File: src/rtl/div_unit.sv
// Iterative radix-2 restoring divider for RV32M DIV/DIVU/REM/REMU, held in EX via stall.
// Optional macro DIV_EARLY_OUT_EN: finish in one cycle when |divisor| > |dividend|.
module div_unit #(
    parameter int XLEN  = 32,
    parameter int CNT_W = 6
) (
    input  logic            clk,
    input  logic            rst_n,
    input  logic            div_valid,
    input  logic [1:0]      div_op,
    input  logic [XLEN-1:0] rs1_data,
    input  logic [XLEN-1:0] rs2_data,
    input  logic            kill,
    output logic            stall,
    output logic            div_done,
    output logic [XLEN-1:0] div_result
);

    typedef enum logic [1:0] {IDLE, BUSY, DONE} state_t;

    localparam logic [XLEN-1:0] INT_MIN = {1'b1, {(XLEN-1){1'b0}}};

    // Two's-complement negate when the flag is set; wraps for the most negative value.
    function automatic logic [XLEN-1:0] neg_if(input logic [XLEN-1:0] v, input logic n);
        logic signed [XLEN-1:0] s;
        s = v;
        return n ? -s : s;
    endfunction

    state_t          state;
    logic [CNT_W-1:0] cnt;
    logic [XLEN-1:0] rem_q, quo_q, dvsr_q;
    logic            q_neg, r_neg, is_rem;
    logic            done_q;
    logic [XLEN-1:0] result_q;

    // Operand decode for capture in IDLE
    logic            is_signed, a_neg, b_neg;
    logic [XLEN-1:0] a_mag, b_mag;
    logic            div_zero, ovf, early, special;
    logic [XLEN-1:0] special_res;

    always_comb begin
        is_signed = ~div_op[0];
        a_neg     = is_signed & rs1_data[XLEN-1];
        b_neg     = is_signed & rs2_data[XLEN-1];
        a_mag     = neg_if(rs1_data, a_neg);
        b_mag     = neg_if(rs2_data, b_neg);
        div_zero  = (rs2_data == '0);
        ovf       = is_signed && (rs1_data == INT_MIN) && (rs2_data == '1);
`ifdef DIV_EARLY_OUT_EN
        early     = !div_zero && (b_mag > a_mag);
`else
        early     = 1'b0;
`endif
        special   = div_zero | ovf | early;
        if (div_zero)
            special_res = div_op[1] ? rs1_data : '1;
        else if (ovf)
            special_res = div_op[1] ? '0 : INT_MIN;
        else
            special_res = div_op[1] ? rs1_data : '0;
    end

    // One restoring step: trial-subtract the divisor from the shifted partial remainder
    logic [XLEN:0]   diff;
    logic [XLEN-1:0] rem_nxt, quo_nxt, fin;

    always_comb begin
        diff    = {rem_q, quo_q[XLEN-1]} - {1'b0, dvsr_q};
        rem_nxt = diff[XLEN] ? {rem_q[XLEN-2:0], quo_q[XLEN-1]} : diff[XLEN-1:0];
        quo_nxt = {quo_q[XLEN-2:0], ~diff[XLEN]};
        fin     = is_rem ? neg_if(rem_nxt, r_neg) : neg_if(quo_nxt, q_neg);
    end

    always_ff @(posedge clk) begin
        if (!rst_n) begin
            state    <= IDLE;
            cnt      <= '0;
            rem_q    <= '0;
            quo_q    <= '0;
            dvsr_q   <= '0;
            q_neg    <= 1'b0;
            r_neg    <= 1'b0;
            is_rem   <= 1'b0;
            done_q   <= 1'b0;
            result_q <= '0;
        end else if (kill) begin
            state    <= IDLE;
            cnt      <= '0;
            done_q   <= 1'b0;
            result_q <= '0;
        end else begin
            case (state)
                IDLE: begin
                    done_q   <= 1'b0;
                    result_q <= '0;
                    if (div_valid) begin
                        q_neg  <= a_neg ^ b_neg;
                        r_neg  <= a_neg;
                        is_rem <= div_op[1];
                        if (special) begin
                            state    <= DONE;
                            done_q   <= 1'b1;
                            result_q <= special_res;
                        end else begin
                            state  <= BUSY;
                            cnt    <= '0;
                            rem_q  <= '0;
                            quo_q  <= a_mag;
                            dvsr_q <= b_mag;
                        end
                    end
                end
                BUSY: begin
                    if (!div_valid) begin
                        state <= IDLE;
                        cnt   <= '0;
                    end else begin
                        rem_q <= rem_nxt;
                        quo_q <= quo_nxt;
                        cnt   <= cnt + 1'b1;
                        if (cnt == CNT_W'(XLEN-1)) begin
                            state    <= DONE;
                            done_q   <= 1'b1;
                            result_q <= fin;
                        end
                    end
                end
                DONE: begin
                    state    <= IDLE;
                    cnt      <= '0;
                    done_q   <= 1'b0;
                    result_q <= '0;
                end
                default: begin
                    state    <= IDLE;
                    done_q   <= 1'b0;
                    result_q <= '0;
                end
            endcase
        end
    end

    assign stall      = div_valid && (state != DONE) && !kill;
    assign div_done   = done_q;
    assign div_result = result_q;

endmodule

File: config.mk
export PLATFORM = sky130hd
export DESIGN_NAME = div_unit
export DESIGN_NICKNAME = d
export VERILOG_FILES = /design/src/rtl/div_unit.sv
export SDC_FILE = /design/constraint.sdc
export NUM_CORES = 1
export LEC_CHECK = 0
export CORE_UTILIZATION = 60
export CTS_CLUSTER_DIAMETER = 50
export DETAILED_ROUTE_END_ITERATION = 8
export GPL_ROUTABILITY_DRIVEN = 0
export PLACE_DENSITY_LB_ADDON = 0.12
export REMOVE_ABC_BUFFERS = 1
export SYNTH_ARGS = -nofsm -noshare
export SYNTH_HDL_FRONTEND = slang
export SYNTH_SLANG_ARGS = --single-unit
export TNS_END_PERCENT = 50
File: constraint.sdc
create_clock -name clk -period 6.6 [get_ports clk]
set_input_delay 1.32 -clock clk [delete_from_list [all_inputs] [get_ports clk]]
set_output_delay 1.32 -clock clk [all_outputs]
set_load 0.02 [all_outputs]
==> run summary, run 1 <==
Initial antenna violation count = 0
Routed wire length = 36000 um
WP data arrival = 5570 ps
Vias = 12655
CP max FO = 9
Post-synthesis sequential area ratio = 23.9%
Reg-to-reg startpoint = dvsr_q[21]$_SDFFE_PN0P_
Congestion Overflow GR = 0
WL per Instance = 18.6 um
Async SR Flop Fraction = 0%
Largest family of logic cells by synthesized area = compound AO/OA/AOI/OAI gates
CP max-delay cell = or3_1
Top cells by area, synth = dfxtp_1 24%, nor2_1 6.5%, a21oi_1 6.4%, xor2_1 5.2%, nand2_1 4.8%
Post-synth top area share = 23.9%
Row count = 50
Ys flop type = dfxtp_1
Mapped cell area = 11700 um^2
CTS tree = built
Antenna Cells = 0
IO Pins = 104
Die ar. = 20100 um^2
Root buffer cell = clkbuf_16
Fin. max-slew vios = 0
Worst-Skew Late Latency = 430 ps
Finish-stage setup viols = 0
TritonRoute pass-1 iters = 5
Largest net degree at the start of global routing = 71
Hold slack final = 463 ps
Post-synth EDFFs = 0
P&R area growth vs syn = 14.4%
Max cap viols = 0
Pwr Total = 2.47 mW
Startpoint Class = flop
Rel. slew slack = 12.6%
GR Util All Layers = 36.1%
IO buf count = 103
Postcts setup bufs = 0
Dominant cell type by area after synthesis = dfxtp_1
Post-synthesis average cell area = 7.21 um^2
RR Endpoint = div_result[28]$_SDFFE_PP0P_
Layout cell share with drive strength beyond 1 = 5.01%
Number of global-route vias before repair = 11321
Cts hold-fix bufs = 0
Residual DRC count = 0
Register-to-Register Path Depth = 19
PwrDens = 184 nW/um^2
Critical hold path startpoint = div_done$_SDFFE_PP0P_
Critical path class = flop to flop
CP bufs+invs = 3
Hold path depth = 2
Number of CTS-inserted buffers = 17
CP Depth = 19
HPWL Detailed = 26700 um
Setup TNS = 0 ps
Post-Synth XOR/XNOR Area = 9.94%
Period minus WS final = 5230 ps
First DRT Iteration DRCs = 1500
Proportion of synthesized area in mux cells = 2.65%
Die extent in x = 142 um
CTS HTree Levels = 4
Simple-gate area share of the yosys netlist = 24.6%
Hold Vio Cnt, Final = 0
CP Capture Type = flop
CP top delay family = simple AND/OR/NAND/NOR gates
YS warnings = 0
Core box area = 19000 um^2
DRT antenna net count = 0
Cells after synthesis = 1626
DR vias/cell = 6.53
Crit path cell chain = inv_1 -> ha_1 -> a21oi_1 -> o21ai_0 -> a21oi_1 -> o221ai_1 -> or3_1 -> and3_1 -> inv_2 -> ha_1 -> inv_1 -> or3_1 -> or2_2 -> or3_1 -> o31ai_1 -> xor2_1 -> nor2_1 -> a21oi_1 -> o31ai_1
Status = finished clean
Worst hold path class = flop to flop
Initial Utilization = 61.8%
Unique cell type count in the Yosys netlist = 84
#FFs+latches synth = 140
First-pass GRT wire length = 57800 um
Most common library cells after synthesis = 203 x nor2_1, 151 x nand2_1, 150 x a21oi_1
Top-count cell post-synth = nor2_1
Synth Area in Adders = 4.23%
Max Freq = 0.191 GHz
Clock-pin slew on the worst setup and hold paths = 60 ps
Reg-to-reg setup timing slack = 1370 ps
RSZ-0062 raised after global routing = false
Maximum vdd ir drop = 0.144 mV
Max Clock Skew = 8.45 ps
Height of the die = 142 um
Leakage power = 5.23 nW
CTS sink count = 140
Compound-Gate Fraction of Synth Area = 29.2%
CP max stage delay = 560 ps
Period utilization = 79.2%
CTS Buffer Depth = 2
Final Core Density = 70.8%
CP required = 6940 ps
Hold worst-path end = div_done$_SDFFE_PP0P_
Worst-Margin Slew = 1310 ps
Fin nets = 1774
PostCTS Resize Cnt = 0
-- sequential cells by signal, indices dropped and copies added (netlist names), 2 cells and up --
signal,flops
cnt,6
div_result,32
dvsr_q,32
quo_q,32
rem_q,32
state,2
-- layer usage --
metal,track usage (%),share of wire [%]
met5,0,0
met4,15.7,3.7
met3,6.01,10
met2,57.5,44
met1,48.1,43
-- where the power goes --
| group | internal (mW) | switching, mW | leakage [nW] |
|---|---|---|---|
| clock network | 0.609 | 0.392 | 0.290 |
| registers | 0.873 | 0.0316 | 1.14 |
| logic | 0.222 | 0.345 | 3.81 |
-- layout make-up --
class	instances	area (um^2)
multi-input cells	1325	8300
fillers	1620	5540
flip-flops and latches	140	2800
repair buffers	120	1150
clock buffers	19	453
well taps	260	325
inverters	61	229
clock inverters	12	146
-- worst register-to-register path, stage by stage (launching register included) --
cell and delay, ps:
dfxtp_1 350, inv_1 70, ha_1 350, a21oi_1 380, o21ai_0 180, a21oi_1 260
o221ai_1 240, or3_1 560, and3_1 300, inv_2 120, ha_1 220, inv_1 80
or3_1 450, or2_2 350, or3_1 390, o31ai_1 290, xor2_1 140, nor2_1 130
a21oi_1 50, o31ai_1 230
-- cells in the final DEF, fill, tap and decap left out, types with 20 or more instances in the layout --
cell type        instances
ha_1                    38
a211oi_1                41
a21oi_1                150
nor3_1                  44
clkdlybuf4s50_1        102
nand2_1                151
nor2_1                 202
o31ai_1                 30
nor2b_1                 23
or3_1                   32
dfxtp_1                140
xor2_1                  70
nand3_1                 20
o21ai_0                 95
inv_1                   60
o211a_1                 29
nand4_1                 28
xnor2_1                 63
a22oi_1                 20
nand2b_1                25
mux2i_1                 22
-- how the worst max path moves through the flow --
| stage | startpoint | endpoint |
|---|---|---|
| after floorplan | rs2_data[8] | rem_q[30]$_SDFFE_PN0P_ |
| after global routing | quo_q[31]$_SDFFE_PN0P_ | div_result[28]$_SDFFE_PP0P_ |
| final | dvsr_q[21]$_SDFFE_PN0P_ | div_result[28]$_SDFFE_PP0P_ |
| after global placement | rem_q[1]$_SDFFE_PN0P_ | div_result[28]$_SDFFE_PP0P_ |
| after CTS | quo_q[31]$_SDFFE_PN0P_ | div_result[28]$_SDFFE_PP0P_ |
| after detailed placement | quo_q[31]$_SDFFE_PN0P_ | div_result[28]$_SDFFE_PP0P_ |
-- cells by family (layout without fill, tap and decap cells) --
family,Yosys count,count (layout)
AO/OA/AOI/OAI,516,516
AND/OR/NAND/NOR,607,607
buffers and inverters,161,212
XOR/XNOR,133,133
adder cells (fa/ha/maj),39,39
flip-flops,140,140
multiplexers,30,30
-- per-stage QoR --
step	instance area, um^2	instances	worst slack [ps]
2_1_floorplan	11300	1526	15.2
3_3_place_gp	12800	1906	1670
3_5_place_dp	12800	1906	1590
4_1_cts	13400	1937	1480
5_1_grt	13400	1937	1140
6_report	13400	1937	1370
No activity file was read; power rests on OpenSTA's default activity.
==> inputs of run 2 (changes only) <==
- clock period: 6.6 -> 5 ns (I/O delays scaled with it)
==> run 2 against run 1 <==
  * Setup slack worse by 1100 ps
  * First-iteration DRC count down 0.13%
  * Global-route usage up 1.3 points
  * Die area unchanged
  * Critical path depth up 2
  * Sequential cell count unchanged
  * Register-to-register slack worse by 1100 ps
  * Via count up 1.9%
  * Worst hold slack worse by 6.9 ps
  * Sequential power up 33%
  * Maximum frequency up 11%
  * Clock skew down 1.6 ps
  * Critical path type unchanged
==> run summary, run 2 (synthesis results as in run 1) <==
PwrDens = 246 nW/um^2 (+34%)
Crit path cell chain = inv_1 -> ha_1 -> fa_1 -> nor2b_2 -> o221a_2 -> o211ai_2 -> a211oi_2 -> o211ai_2 -> and3_2 -> buf_4 -> mux2i_1 -> inv_1 -> ha_1 -> inv_1 -> nor2_1 -> nand4_1 -> o41a_1 -> or3_4 -> o211ai_1 -> o21ai_1 -> a21o_1
Clock-pin slew on the worst setup and hold paths = 60 ps (about the same)
Height of the die = 142 um (unchanged)
Initial Utilization = 61.8% (unchanged)
Rel. slew slack = 21.4% (+8.7 points)
Root buffer cell = clkbuf_16
Maximum vdd ir drop = 0.183 mV (+27%)
Max Freq = 0.213 GHz (+11%)
Fin nets = 1805 (+1.7%)
Most frequent cells in the layout = 202 x nor2_1, 151 x nand2_1, 148 x a21oi_1, 140 x dfxtp_1, 102 x clkdlybuf4s50_1
Die ar. = 20100 um^2 (unchanged)
Setup TNS = 0 ps (unchanged)
Period utilization = 93.9% (+15 points)
Fill count = 1544 (-4.7%)
Critical path class = flop to flop
Worst-Skew Late Latency = 430 ps (about the same)
Hold Vio Cnt, Final = 0 (unchanged)
Antenna Cells = 0 (unchanged)
Routed wire length = 37100 um (+2.9%)
DRT antenna net count = 0 (unchanged)
Initial antenna violation count = 0 (unchanged)
WP data arrival = 5020 ps (-550 ps)
Fin. max-slew vios = 0 (unchanged)
Die extent in x = 142 um (unchanged)
Postcts setup bufs = 0 (unchanged)
CP max stage delay = 520 ps (-40 ps)
Number of global-route vias before repair = 11844 (+4.6%)
DR vias/cell = 6.55 (+0.28%)
First DRT Iteration DRCs = 1498 (-0.13%)
WL per Instance = 18.8 um (+1.3%)
IO buf count = 103 (unchanged)
Post-route insts no fill = 1968 (+1.6%)
CP max-delay cell = o41a_1
Pwr Total = 3.38 mW (+37%)
Storage element area = 2800 um^2 (unchanged)
Placed Cells = 1937 (+1.6%)
Hold slack final = 457 ps (-6.86 ps)
Congestion Overflow GR = 0 (unchanged)
Worst-Margin Slew = 1180 ps (-130 ps)
Max cap viols = 0 (unchanged)
Footprint of the multi-input gates = 8330 um^2 (+0.36%)
Leakage power = 5.41 nW (+3.3%)
Commonest non-fill, non-tap cell in the layout = nor2_1
Period minus WS final = 4700 ps (-531 ps)
Vias = 12893 (+1.9%)
CTS sink count = 140 (unchanged)
CTS HTree Levels = 4 (unchanged)
Startpoint Class = flop
CTS tree = built
Status = finished clean
Number of CTS-inserted buffers = 17 (unchanged)
Final instance area = 13700 um^2 (+2.3%)
CP Capture Type = flop
Dpl cell area = 13100 um^2 (+1.9%)
First-pass GRT wire length = 59900 um (+3.7%)
CP bufs+invs = 4 (+1)
Largest net degree at the start of global routing = 71 (unchanged)
HPWL Detailed = 27500 um (+3.0%)
Layout cell share with drive strength beyond 1 = 6.97% (+2.0 points)
Grt met2 use = 60.6% (+3.1 points)
CP top delay family = compound AO/OA/AOI/OAI gates
P&R area growth vs syn = 17.1%
CP most frequent cell = inv_1
Row count = 50 (unchanged)
CTS Buffer Depth = 2 (unchanged)
CP required = 5320 ps (-1620 ps)
TritonRoute pass-1 iters = 6 (+1)
GR Util All Layers = 37.4% (+1.3 points)
CP max FO = 5 (-4)
Gr busiest metal = met2
Residual DRC count = 0 (unchanged)
M3 GR Usage = 6.07% (+0.067 points)
Met1 Usage GRT = 48.9% (+0.79 points)
Worst hold path class = flop to flop
Finish-stage setup viols = 0 (unchanged)
IO Pins = 104 (unchanged)
Max Clock Skew = 6.80 ps (-1.65 ps)
Core box area = 19000 um^2 (unchanged)
-- run 2: what timing repair did --
action / CTS / global route
hold buffers: 0 / 0
resized for setup: 0 / 9
setup endpoints to repair: 0 / 5
-- run 2: worst reg2reg max path: stages, from the launching register on --
cell and delay, ps:
dfxtp_1 340, inv_1 80, ha_1 250, fa_1 410
nor2b_2 170, o221a_2 260, o211ai_2 140, a211oi_2 290
o211ai_2 110, and3_2 270, buf_4 160, mux2i_1 160
inv_1 80, ha_1 180, inv_1 80, nor2_1 100
nand4_1 130, o41a_1 520, or3_4 400, o211ai_1 210
o21ai_1 100, a21o_1 160
-- run 2: layer usage --
metal  wire (um)  up-vias
met1       15300     5918
met3        3850      129
li1            -     6026
met2       16500      820
met5           0        -
met4        1410        0
-- run 2: power by group --
part	internal (mW)	total, mW	switching [mW]
Combinational	0.310	0.781	0.471
Clock	0.880	1.40	0.521
Sequential	1.15	1.20	0.0439
Total	2.34	3.38	1.04
-- run 2: area by class of cell --
class	count	area share, %
clock inverter	12	1.43
inverter	61	1.71
tap	260	2.37
sequential	140	20.4
clock buffer	19	3.15
multi-input combinational	1325	60.7
timing repair buffer	151	10.2
-- run 2: worst paths after layout --
path / endpoint / slack [ps] / cells after the start / start
worst max register to register: div_result[26]$_SDFFE_PP0P_ / 300 / 21 / quo_q[31]$_SDFFE_PN0P_
worst max-delay path: div_result[26]$_SDFFE_PP0P_ / 300 / 21 / quo_q[31]$_SDFFE_PN0P_
worst min register to register: div_result[24]$_SDFFE_PP0P_ / 460 / 2 / div_result[24]$_SDFFE_PP0P_
worst min-delay path: div_result[24]$_SDFFE_PP0P_ / 460 / 2 / div_result[24]$_SDFFE_PP0P_
-- run 2: per-stage QoR --
stage	util (%)	setup WS [ps]
2_1_floorplan	-	-1260
3_3_place_gp	68.9	288
3_5_place_dp	68.9	182
4_1_cts	72.2	81.8
5_1_grt	72.4	-1.64
6_report	72.4	303
